===== config.mk =====
export PLATFORM = sky130hd
export DESIGN_NAME = mem_burst_ctrl_flat
export DESIGN_NICKNAME = d
export VERILOG_FILES = /design/src/rtl/mem_burst_ctrl_if.sv /design/src/rtl/mem_burst_ctrl.sv /design/src/flat_wrapper.sv
export SDC_FILE = /design/constraint.sdc
export NUM_CORES = 1
export LEC_CHECK = 0
export CAP_MARGIN = 0
export CELL_PAD_IN_SITES_DETAIL_PLACEMENT = 0
export CELL_PAD_IN_SITES_GLOBAL_PLACEMENT = 1
export CORE_ASPECT_RATIO = 0.5
export CORE_MARGIN = 10
export CORE_UTILIZATION = 34
export DETAILED_ROUTE_END_ITERATION = 8
export PLACE_DENSITY = 0.89
export SKIP_LAST_GASP = 1
export SLEW_MARGIN = 20
export SYNTH_ARGS = -nofsm -noshare
export SYNTH_HDL_FRONTEND = slang
export SYNTH_SLANG_ARGS = --single-unit

===== constraint.sdc =====
create_clock -name clock -period 2.3 [get_ports clock]
set_input_delay 0.345 -clock clock [delete_from_list [all_inputs] [get_ports clock]]
set_output_delay 0.345 -clock clock [all_outputs]
set_load 0.01 [all_outputs]

===== src/rtl/mem_burst_ctrl_if.sv =====
// Host request/response and RAM-side bus of the burst controller.
// master = requester plus RAM environment, slave = controller.
interface mem_burst_ctrl_if #(
    parameter int unsigned ADDR_W = 9,
    parameter int unsigned DATA_W = 32
) ();
    logic              req;
    logic              we;
    logic [ADDR_W-1:0] addr;
    logic [3:0]        len;
    logic [DATA_W-1:0] wdata;
    logic              wdata_ack;
    logic [DATA_W-1:0] rdata;
    logic              rdata_valid;
    logic              busy;
    logic              done;
    logic              ram_read;
    logic              ram_write;
    logic [ADDR_W-1:0] ram_address;
    logic [DATA_W-1:0] ram_data_in;
    logic [DATA_W-1:0] ram_data_out;

    modport master (
        output req, we, addr, len, wdata, ram_data_out,
        input  wdata_ack, rdata, rdata_valid, busy, done,
               ram_read, ram_write, ram_address, ram_data_in
    );

    modport slave (
        input  req, we, addr, len, wdata, ram_data_out,
        output wdata_ack, rdata, rdata_valid, busy, done,
               ram_read, ram_write, ram_address, ram_data_in
    );
endinterface


===== src/rtl/mem_burst_ctrl.sv =====
// Burst read/write controller for a single-cycle-latency synchronous RAM.
// Every output is a flop; the FSM and the read-return pipeline share one always_ff.
module mem_burst_ctrl #(
    parameter int unsigned ADDR_W  = 9,
    parameter int unsigned DATA_W  = 32,
    parameter int unsigned MAX_LEN = 8
) (
    input logic            clock,
    input logic            clear_n,
    mem_burst_ctrl_if.slave bus
);
    localparam int unsigned LEN_CAP = (MAX_LEN == 0) ? 1 : ((MAX_LEN > 15) ? 15 : MAX_LEN);
    localparam logic [3:0]  MAX_L   = 4'(LEN_CAP);

    typedef enum logic [2:0] {IDLE, READ, WRITE, DRAIN, DONE} state_t;

    state_t     state;
    logic [3:0] remain;
    logic [3:0] eff_len;
    logic       drain_last;
    logic       rd_inflight;

    always_comb begin
        eff_len = bus.len;
        if (bus.len == '0)
            eff_len = 4'd1;
        else if (bus.len > MAX_L)
            eff_len = MAX_L;
    end

    // The last read word reaches rdata two cycles after its issue, so DRAIN
    // holds for that tail before DONE; writes go straight to DONE.
    always_ff @(posedge clock or negedge clear_n) begin
        if (!clear_n) begin
            state           <= IDLE;
            remain          <= '0;
            drain_last      <= 1'b0;
            rd_inflight     <= 1'b0;
            bus.wdata_ack   <= 1'b0;
            bus.rdata       <= '0;
            bus.rdata_valid <= 1'b0;
            bus.busy        <= 1'b0;
            bus.done        <= 1'b0;
            bus.ram_read    <= 1'b0;
            bus.ram_write   <= 1'b0;
            bus.ram_address <= '0;
            bus.ram_data_in <= '0;
        end else begin
            rd_inflight     <= bus.ram_read;
            bus.rdata_valid <= rd_inflight;
            if (rd_inflight)
                bus.rdata <= DATA_W'(bus.ram_data_out);
            bus.done <= 1'b0;

            case (state)
                IDLE: begin
                    if (bus.req) begin
                        bus.busy        <= 1'b1;
                        bus.ram_address <= bus.addr;
                        remain          <= eff_len - 4'd1;
                        if (bus.we) begin
                            state           <= WRITE;
                            bus.ram_write   <= 1'b1;
                            bus.ram_data_in <= bus.wdata;
                            bus.wdata_ack   <= (eff_len > 4'd1);
                        end else begin
                            state        <= READ;
                            bus.ram_read <= 1'b1;
                        end
                    end
                end
                READ: begin
                    if (remain != '0) begin
                        bus.ram_address <= bus.ram_address + ADDR_W'(1);
                        remain          <= remain - 4'd1;
                    end else begin
                        bus.ram_read <= 1'b0;
                        drain_last   <= 1'b0;
                        state        <= DRAIN;
                    end
                end
                WRITE: begin
                    if (remain != '0) begin
                        bus.ram_address <= bus.ram_address + ADDR_W'(1);
                        bus.ram_data_in <= bus.wdata;
                        bus.wdata_ack   <= (remain > 4'd1);
                        remain          <= remain - 4'd1;
                    end else begin
                        bus.ram_write <= 1'b0;
                        bus.done      <= 1'b1;
                        state         <= DONE;
                    end
                end
                DRAIN: begin
                    if (drain_last) begin
                        bus.done <= 1'b1;
                        state    <= DONE;
                    end else begin
                        drain_last <= 1'b1;
                    end
                end
                DONE: begin
                    bus.busy <= 1'b0;
                    state    <= IDLE;
                end
                default: state <= IDLE;
            endcase
        end
    end
endmodule


===== src/flat_wrapper.sv =====
// flat-port wrapper written by rule: the top's interface ports become plain ports
module mem_burst_ctrl_flat 
#(
    parameter int unsigned ADDR_W  = 9,
    parameter int unsigned DATA_W  = 32,
    parameter int unsigned MAX_LEN = 8
)
  (clock, clear_n, bus_req, bus_we, bus_addr, bus_len, bus_wdata, bus_ram_data_out, bus_wdata_ack, bus_rdata, bus_rdata_valid, bus_busy, bus_done, bus_ram_read, bus_ram_write, bus_ram_address, bus_ram_data_in);
  mem_burst_ctrl_if #(.ADDR_W(ADDR_W), .DATA_W(DATA_W)) bus_i ();
  input logic clock;
  input logic clear_n;
  input wire logic [$bits(bus_i.req)-1:0] bus_req;
  input wire logic [$bits(bus_i.we)-1:0] bus_we;
  input wire logic [$bits(bus_i.addr)-1:0] bus_addr;
  input wire logic [$bits(bus_i.len)-1:0] bus_len;
  input wire logic [$bits(bus_i.wdata)-1:0] bus_wdata;
  input wire logic [$bits(bus_i.ram_data_out)-1:0] bus_ram_data_out;
  output wire logic [$bits(bus_i.wdata_ack)-1:0] bus_wdata_ack;
  output wire logic [$bits(bus_i.rdata)-1:0] bus_rdata;
  output wire logic [$bits(bus_i.rdata_valid)-1:0] bus_rdata_valid;
  output wire logic [$bits(bus_i.busy)-1:0] bus_busy;
  output wire logic [$bits(bus_i.done)-1:0] bus_done;
  output wire logic [$bits(bus_i.ram_read)-1:0] bus_ram_read;
  output wire logic [$bits(bus_i.ram_write)-1:0] bus_ram_write;
  output wire logic [$bits(bus_i.ram_address)-1:0] bus_ram_address;
  output wire logic [$bits(bus_i.ram_data_in)-1:0] bus_ram_data_in;
  assign bus_i.req = bus_req;
  assign bus_i.we = bus_we;
  assign bus_i.addr = bus_addr;
  assign bus_i.len = bus_len;
  assign bus_i.wdata = bus_wdata;
  assign bus_i.ram_data_out = bus_ram_data_out;
  assign bus_wdata_ack = bus_i.wdata_ack;
  assign bus_rdata = bus_i.rdata;
  assign bus_rdata_valid = bus_i.rdata_valid;
  assign bus_busy = bus_i.busy;
  assign bus_done = bus_i.done;
  assign bus_ram_read = bus_i.ram_read;
  assign bus_ram_write = bus_i.ram_write;
  assign bus_ram_address = bus_i.ram_address;
  assign bus_ram_data_in = bus_i.ram_data_in;
  mem_burst_ctrl #(.ADDR_W(ADDR_W), .DATA_W(DATA_W), .MAX_LEN(MAX_LEN)) u_core (.clock(clock), .clear_n(clear_n), .bus(bus_i));
endmodule

# Word level (Yosys, flattened, before mapping)
# Cells that the tools add are included.
dict set report totals {
  register_bits 88
  in_bits 81
}
dict set report classes {
  addsub 3
  magnitude_cmp 3
  n_eq_ne 12
  muxes 35
  n_reduce_logical 16
}
# cell count
set op_table {}
lappend op_table {{$mux 32} 3}
lappend op_table {{$pmux 32 s2} 1}
lappend op_table {{$mux 9} 2}
lappend op_table {{$pmux 9 s2} 1}
lappend op_table {{$mux 4} 4}
lappend op_table {{$reduce_and 4->1} 4}
lappend op_table {{$mux 3} 4}
lappend op_table {{$pmux 1 s2} 6}
lappend op_table {{$pmux 3 s4} 1}
lappend op_table {{$mux 1} 11}
lappend op_table {{$ne 2x2->1 const B} 5}
lappend op_table {{$reduce_bool 2->1} 5}
lappend op_table {{$add 9x1->9 const B} 1}
lappend op_table {{$gt 4x1->1 const B} 2}
lappend op_table {{$pmux 4 s2} 1}
lappend op_table {{$sub 4x1->4 const B} 2}
lappend op_table {{$eq 3x2->1 const B} 2}
lappend op_table {{$ne 2x1->1 const B} 3}
lappend op_table {{$gt 4x4->1 const B} 1}
lappend op_table {{$logic_not 4->1} 1}
lappend op_table {{$reduce_and 2->1} 2}
lappend op_table {{$reduce_bool 4->1} 1}
lappend op_table {{$eq 3x1->1 const B} 1}
lappend op_table {{$eq 3x3->1 const B} 1}
lappend op_table {{4 further kinds} 4}

# Logic depth before layout (Yosys ltp)
# Gate-level depths: netlist (run 1).
dict set report depth {
  word_depth 7
  ltp_mapped 8
  ltp_nobuf 8
}

# Worst setup path after synthesis (run 1)
# Ideal clock, no wire load.
dict set report synth_timing {
  path_type {reg-to-reg}
  from {register u_core.remain[0]}
  to {register u_core.bus.ram_data_in[10] (netlist name)}
  setup_ns 0.125
  arrival_time_ns 1.682
  required_ns 2.175
  setup_slack_ns 0.493
  path_stages_with_launch 8
  path_buffers 1
  period_less_slack_ns 1.807
  path_cell_list {dfrtp_1 > inv_1 > ha_1 > nor3b_2 > mux2i_2 > nand2_4 > buf_6 > mux2_4}
}
dict set report synth_between {
  elab_chain_len 3
}
# item line_no
set synth_lines {}
lappend synth_lines {{from (decl)} mem_burst_ctrl.sv:18} ;# logic [3:0] remain;
lappend synth_lines {{from (signal assigned)} mem_burst_ctrl.sv:60} ;# remain <= eff_len - 4'd1;
lappend synth_lines {{from (signal assigned)} mem_burst_ctrl.sv:75} ;# remain <= remain - 4'd1;
lappend synth_lines {{from (signal assigned)} mem_burst_ctrl.sv:87} ;# remain <= remain - 4'd1;
lappend synth_lines {{$reduce_bool 4->1} mem_burst_ctrl.sv:83} ;# if (remain != '0) begin
lappend synth_lines {{$ne 2x1->1 (no source line)} --}
lappend synth_lines {{$reduce_and 4->1 (no source line)} --}
lappend synth_lines {{to (signal assigned)} mem_burst_ctrl.sv:64} ;# bus.ram_data_in <= bus.wdata;
lappend synth_lines {{to (signal assigned)} mem_burst_ctrl.sv:85} ;# bus.ram_data_in <= bus.wdata;
lappend synth_lines {{to (decl)} mem_burst_ctrl_if.sv:32} ;# ram_read, ram_write, ram_address, ram_data_in
# Every way passes these cells.
# A chain may end at the register's enable or synchronous reset.

# Worst setup path after layout (run 1)
dict set report layout_timing {
  from {register u_core.remain[0]}
  to {register u_core.bus.ram_data_in[0] (netlist name)}
}
# Same word-level chain as after synthesis.

==> results of run 1 <==
-- layer usage --
metal | vias to the layer above | GRT usage | routed length, um
li1 | 1356 | - | -
met1 | 1416 | 0.137 | 4240
met2 | 84 | 0.228 | 5510
met3 | 9 | 0.0445 | 810
met4 | 0 | 0.0364 | 101
met5 | - | 0 | 0
-- worst max-delay path: stages, from the launching register on --
cell	delay, ps
dfrtp_1	420
inv_1	90
ha_1	190
nor3b_2	250
mux2i_2	130
nand2_4	230
buf_12	170
mux2_1	320
-- repair_timing --
| action | in CTS | in global routing |
|---|---|---|
| hold endpoints to repair | 17 | 0 |
| resized for setup | 0 | 0 |
| hold buffers | 1 | 0 |
-- layout by cell type, fill, tap and decap left out, types with 2 or more instances in the layout --
cell type	count
mux2_1	12
dfrtp_1	88
a21oi_1	13
nor2_1	11
o21ai_1	7
a2bb2oi_1	4
mux2_4	30
o2bb2ai_1	5
nor4_1	2
mux2i_1	6
inv_1	6
nand3_1	4
mux2_2	23
a31oi_1	2
and3_1	2
ha_1	5
nand2_1	12
nor3_1	3
clkinv_2	3
clkdlybuf4s50_1	158
nand4bb_1	2
buf_12	4
o21ai_0	3
clkbuf_16	9
nand2b_1	4
buf_4	6
-- Yosys cell counts (all sizes together) (2+ instances only) --
master | count | area, sq um
nand4 | 2 | 18.8
nor2 | 13 | 58.8
xnor2 | 2 | 25.0
a31oi | 2 | 12.5
a21oi | 13 | 65.1
nand2b | 4 | 25.0
nor4 | 2 | 12.5
dfrtp | 88 | 2200
mux2 | 65 | 845
buf | 11 | 88.8
o2bb2ai | 5 | 43.8
nand3 | 4 | 20.0
a211oi | 2 | 20.0
nand2 | 13 | 56.3
nand4bb | 2 | 22.5
ha | 5 | 62.6
and4 | 2 | 20.0
mux2i | 7 | 73.8
inv | 6 | 22.5
clkbuf | 3 | 11.3
nor3 | 3 | 15.0
and3 | 2 | 12.5
o21ai | 10 | 50.0
a2bb2oi | 4 | 35.0
-- registers in the layout, indices dropped and copies added, names as in the netlist --
register,cells
u_core.state,3
u_core.bus.ram_read,1
u_core.bus.busy,1
u_core.rd_inflight,1
u_core.bus.rdata,32
u_core.bus.wdata_ack,1
u_core.bus.rdata_valid,1
u_core.bus.done,1
u_core.bus.ram_data_in,32
u_core.remain,4
u_core.bus.ram_write,1
u_core.bus.ram_address,9
u_core.drain_last,1
-- cell type report --
class / count / area (sq um)
Sequential cell: 88 / 2200
Fill cell: 937 / 5120
Tap cell: 145 / 181
Inverter: 6 / 22.5
Clock buffer: 11 / 243
Multi-Input combinational cell: 177 / 1620
Clock inverter: 4 / 45.0
Timing Repair Buffer: 169 / 1720
-- stage by stage --
step | total power [uW] | hold slack, ps | instance area (sq um) | cells
2_1_floorplan | 4840 | 49.4 | 3950 | 285
4_1_cts | 7940 | 433 | 6030 | 600
5_1_grt | 8330 | 450 | 6030 | 600
6_report | 7830 | 424 | 6030 | 600
3_5_place_dp | 6460 | 246 | 5730 | 584
3_3_place_gp | 6370 | 242 | 5730 | 584
-- cells by family after synthesis --
kind of cell	Yosys count
adders and majority gates	5
AOI/OAI and AO/OA	45
and+or+nand+nor	53
muxes	72
buffers and inverters	20
xor gates and xnor gates	2
DFF	88
-- how the worst min path moves through the flow --
| stage | start | endpoint | cells past startpoint |
|---|---|---|---|
| 4_1_cts | clear_n | u_core.bus.ram_address[1]$_DFFE_PN0P_ | 2 |
| 5_1_grt | clear_n | u_core.remain[0]$_DFFE_PN0P_ | 2 |
| 6_report | clear_n | u_core.bus.ram_address[1]$_DFFE_PN0P_ | 2 |
| 3_3_place_gp | clear_n | u_core.bus.ram_address[0]$_DFFE_PN0P_ | 1 |
| 2_1_floorplan | clear_n | u_core.bus.busy$_DFFE_PN0P_ | 0 |
| 3_5_place_dp | clear_n | u_core.bus.ram_address[1]$_DFFE_PN0P_ | 1 |
-- power groups by stage --
stage | clock network [uW] | logic (uW) | registers [uW]
after detailed placement | 0 | 3840 | 2620
final | 1430 | 3790 | 2600
after global routing | 1550 | 4090 | 2690
after floorplan | 0 | 2110 | 2730
after global placement | 0 | 3770 | 2600
after CTS | 1480 | 3850 | 2600
==> run summary, run 1 <==
Clock Sinks - 88
first-pass GRT wire length - 16.2 mm
combinational power share - 0.484
initial drt markers - 133
Post-DRT Antenna Nets - 0
Power Density - 1300 nW/um^2
DR vias - 2,865
Worst-Margin Slew - 519 ps
Die Area - 16,600 sq um
Crit Path Category - flip-flop to flip-flop
CP startpoint kind - flip-flop
RR Startpoint - u_core.remain[0]$_DFFE_PN0P_
fraction of layout cells with a size suffix above 1 - 0.191
Simple-Gate Fraction of Synth Area - 0.0793
Worst R2R Path Depth - 7
total track usage - 0.125
Max Cap Violations - 0
Initial Utilization - 0.354
Final period util - 0.841
Routability Congestion - 0.795
r2r setup slk - 370 ps
Flop pwr share - 0.332
yosys warns - 0
Hold WC Path Type - input port to async pin
DRT Pass-1 Iters - 4
xor-xnor portion of the synthesized cell area - 0.00634
Worst R2R End - u_core.bus.ram_data_in[0]$_DFFE_PN0P_
Setup TNS - 0 ps
main combinational cell family by area after synthesis - multiplexers
DP Worst Slack - 257 ps
Clock Tree Root - clkbuf_16
DRC viols - 0
# diodes - 0
Setup Skew - 7.97 ps
worst path required time - 2520 ps
Synth Instances - 285
Net Switching - 2620 uW
crit path time final - 1930 ps
CTS clk-pin slew, worst paths - 60 ps
PnR worst setup slack - 367 ps
status - complete, no violations
CTS Buffer Depth - 2
via density per instance - 4.78
Syn-to-layout area delta - 52.9%
Compound-Gate Fraction of Synth Area - 0.0764
post-synthesis mux area share - 0.233
Post-synth EDFFs - 0
CP endpoint kind - flip-flop
Netlist cell types - 53
sequential share of the synthesized area - 0.558
switching part of the total - 0.335
CP max FO - 10
crit path to - u_core.bus.ram_data_in[0]$_DFFE_PN0P_
Synth Area in Adders - 0.0159
CP startpoint - u_core.remain[0]$_DFFE_PN0P_
Yosys reg bits - 88
Max Clock Freq - 0.517 GHz
CORE AREA - 11,100 sq um
Total Wirelength - 10.7 mm
H-tree levels - 3
RSZ-0062 raised after global routing - no
port buffer count - 159
Clk Latency, worst-skew pair - 330 ps
Slew Viols, Final - 0
Final Hold Fails - 0
endpoints failing setup - 0
Avg Cell Area, Syn - 13.8 sq um
cell area after synthesis - 3950 sq um
P_int - 5210 uW
ys flop type - dfrtp_1
postcts setup bufs - 0
antenna violations before repair - 0
VDD IR max - 0.000679 V
synthesized net count - 371
Leak Pwr - 0.00257 uW
TritonCTS buffer count - 9
final net count - 537
largest net degree at the start of global routing - 43
die height - 96.2 um
num rows - 27
Clock power frac - 0.183
DPL Wire Length - 8.10 mm
CP arrival - 2150 ps
Slew Limit Headroom - 0.654
grt ovf - 0
Ports - 160
CTS tree - done
WL/cell - 17.8 um
Die W - 172 um
vias in the first global route - 2,937
FFs w/ async S/R, synth - 1.00
final core occ - 0.541
(Power assumes the default switching activity.)
==> run 2, diff against run 1 <==
- CORE_UTILIZATION: 34 -> 30
- PLACE_DENSITY: 0.89 -> 0.84
- clock period: 2.3 -> 1.7 ns (I/O delays scaled with it)
==> run 2 against run 1 <==
Against the previous run:
- the run now ends with negative setup slack left
- via count rose by 3.5%
- largest cell class unchanged
- first-iteration DRC count down 27%
- clock skew shrank 1.7 ps
- die area up 11%
- cell count up 8.2%
- worst hold slack hardly changed
- clock power grew 61%
- combinational power up 56%
- total power grew 49%
==> run summary, run 2 (same netlist as run 1, synthesis figures left out) <==
status - complete, but fails checks
failing checks - negative setup slack
TritonCTS buffer count - 9 (unchanged)
DR vias - 2,964 (+3.5%)
die height - 101 um (+5.1%)
CP arrival - 1920 ps (-230 ps)
total track usage - 0.115 (-0.0102)
Clk Latency, worst-skew pair - 340 ps (about the same)
design area - 6390 sq um (+5.9%)
post-route non-filler standard cell count - 649 (+8.2%)
Setup Skew - 6.28 ps (-1.69 ps)
CTS tree - done
Max Clock Freq - 0.586 GHz (+13%)
Syn-to-layout area delta - 61.9%
vias in the first global route - 3,005 (+2.3%)
CP endpoint kind - flip-flop
WL/cell - 17.4 um (-2.1%)
endpoints failing setup - 3 (+3)
filler cell count - 1,103 (+18%)
CTS Buffer Depth - 2 (unchanged)
first-pass GRT wire length - 16.9 mm (+4.4%)
largest net degree at the start of global routing - 43 (unchanged)
Ports - 160 (unchanged)
num rows - 29 (+7.4%)
Clock Sinks - 88 (unchanged)
Routability Congestion - 0.778 (-2.2%)
Slew Limit Headroom - 0.678 (+0.0245)
grt ovf - 0 (unchanged)
Max Cap Violations - 0 (unchanged)
crit path time final - 1710 ps (-228 ps)
Initial Utilization - 0.309 (-0.0450)
# diodes - 0 (unchanged)
fraction of layout cells with a size suffix above 1 - 0.253 (+0.0614)
RR Startpoint - u_core.remain[1]$_DFFE_PN0P_
Crit Path Category - flip-flop to flip-flop
via density per instance - 4.57 (-4.4%)
Power Density - 1830 nW/um^2 (+41%)
DRC viols - 0 (unchanged)
r2r setup slk - -5 ps (-370 ps)
Worst R2R End - u_core.bus.ram_data_in[5]$_DFFE_PN0P_
Clock Tree Root - clkbuf_16
Die Area - 18,400 sq um (+11%)
Area after DPL - 5900 sq um (+2.9%)
final net count - 561 (+4.5%)
Hold WC Path Type - input port to async pin
Worst-Margin Slew - 483 ps (-36.8 ps)
port buffer count - 159 (unchanged)
DP Worst Slack - -96.2 ps (-353 ps)
Final period util - 1.00 (+0.162)
PnR worst setup slack - -5.10 ps (-372 ps)
Slew Viols, Final - 0 (unchanged)
antenna violations before repair - 0 (unchanged)
Total Wirelength - 11.3 mm (+5.9%)
CORE AREA - 12,800 sq um (+15%)
RSZ-0062 raised after global routing - yes
Sequential Area - 2210 sq um (+0.17%)
Setup TNS - -9.78 ps (-9.78 ps)
CP max FO - 6 (-4)
multi-input combinational cell area - 1660 sq um (+2.6%)
Post-DRT Antenna Nets - 0 (unchanged)
Placed Cells - 626 (+7.2%)
VDD IR max - 0.000812 V (+19%)
Die W - 182 um (+5.7%)
DPL Wire Length - 8.37 mm (+3.4%)
initial drt markers - 97 (-27%)
CP startpoint kind - flip-flop
Leak Pwr - 0.00274 uW (+6.5%)
Final Hold Fails - 0 (unchanged)
CTS clk-pin slew, worst paths - 70 ps (about the same)
most frequent cells in the layout - clkdlybuf4s50_1 (158), dfrtp_1 (85), mux2_4 (32), buf_4 (25), mux2_2 (23)
worst path required time - 1920 ps (-600 ps)
Worst R2R Path Depth - 7 (unchanged)
commonest non-fill, non-tap cell in the layout - clkdlybuf4s50_1
largest registers - u_core.bus.ram_data_in: 32 flops, u_core.bus.rdata: 32 flops, u_core.bus.ram_address: 9 flops
H-tree levels - 3 (unchanged)
DRT Pass-1 Iters - 4 (unchanged)
-- run 2: routing by layer --
metal  vias up  GRT usage  share of wire
met3        11     0.0416          0.065
met5         -          0              0
met1      1453      0.134           0.42
met4         0     0.0280         0.0089
met2        91      0.200           0.50
li1       1409          -              -
-- run 2: repair_timing --
item                                    in CTS  in global routing
endpoints found under the setup margin      33                 46
pin swaps                                    0                  3
hold buffers                                 1                  0
gates cloned                                 0                  4
setup buffers                                0                  3
resized for setup                            0                 13
endpoints found under the hold margin       33                  0
-- run 2: worst max-delay path, cell delays in order, from the launching register on --
cell	delay, ps
dfrtp_1	390
inv_2	90
ha_4	130
nor3b_4	210
mux2i_2	120
nand2_4	160
clkbuf_16	190
mux2_4	300
-- run 2: how the worst max path moves through the flow --
stage / startpoint / slack (ps) / to
after global placement: bus_len[2] / -60 / u_core.bus.wdata_ack$_DFFE_PN0P_
after detailed placement: bus_len[2] / -100 / u_core.bus.wdata_ack$_DFFE_PN0P_
final: u_core.remain[1]$_DFFE_PN0P_ / -5 / u_core.bus.ram_data_in[5]$_DFFE_PN0P_
after floorplan: u_core.remain[0]$_DFFE_PN0P_ / -40 / u_core.bus.ram_data_in[10]$_DFFE_PN0P_
after CTS: u_core.remain[0]$_DFFE_PN0P_ / -70 / u_core.bus.ram_data_in[1]$_DFFE_PN0P_
after global routing: u_core.remain[1]$_DFFE_PN0P_ / -70 / u_core.bus.ram_data_in[5]$_DFFE_PN0P_
-- run 2: layout make-up --
class,count,share of cell area
Clock inverter,6,0.0182
Multi-Input combinational cell,178,0.260
Timing Repair Buffer,192,0.304
Tap cell,170,0.0333
Clock buffer,9,0.0353
Inverter,6,0.00353
Sequential cell,88,0.345
-- run 2: power breakdown --
group,total (uW),switching (uW),internal (uW)
clock,2300,858,1440
sequential,3470,594,2880
combinational,5900,2370,3530
total,11700,3830,7850
-- run 2: per-stage QoR --
| stage | hold slack [ps] | power [uW] | utilization |
|---|---|---|---|
| 3_5_place_dp | 252 | 9040 | 0.462 |
| 5_1_grt | 469 | 12400 | 0.500 |
| 3_3_place_gp | 255 | 8930 | 0.462 |
| 6_report | 425 | 11700 | 0.500 |
| 4_1_cts | 426 | 11400 | 0.490 |
| 2_1_floorplan | -40.6 | 6610 | - |
==> run 3, diff against run 2 <==
- GPL_ROUTABILITY_DRIVEN: default -> 0
==> results of run 3 <==
Same layout as run 2: the final DEF is identical, and so are final timing and power.
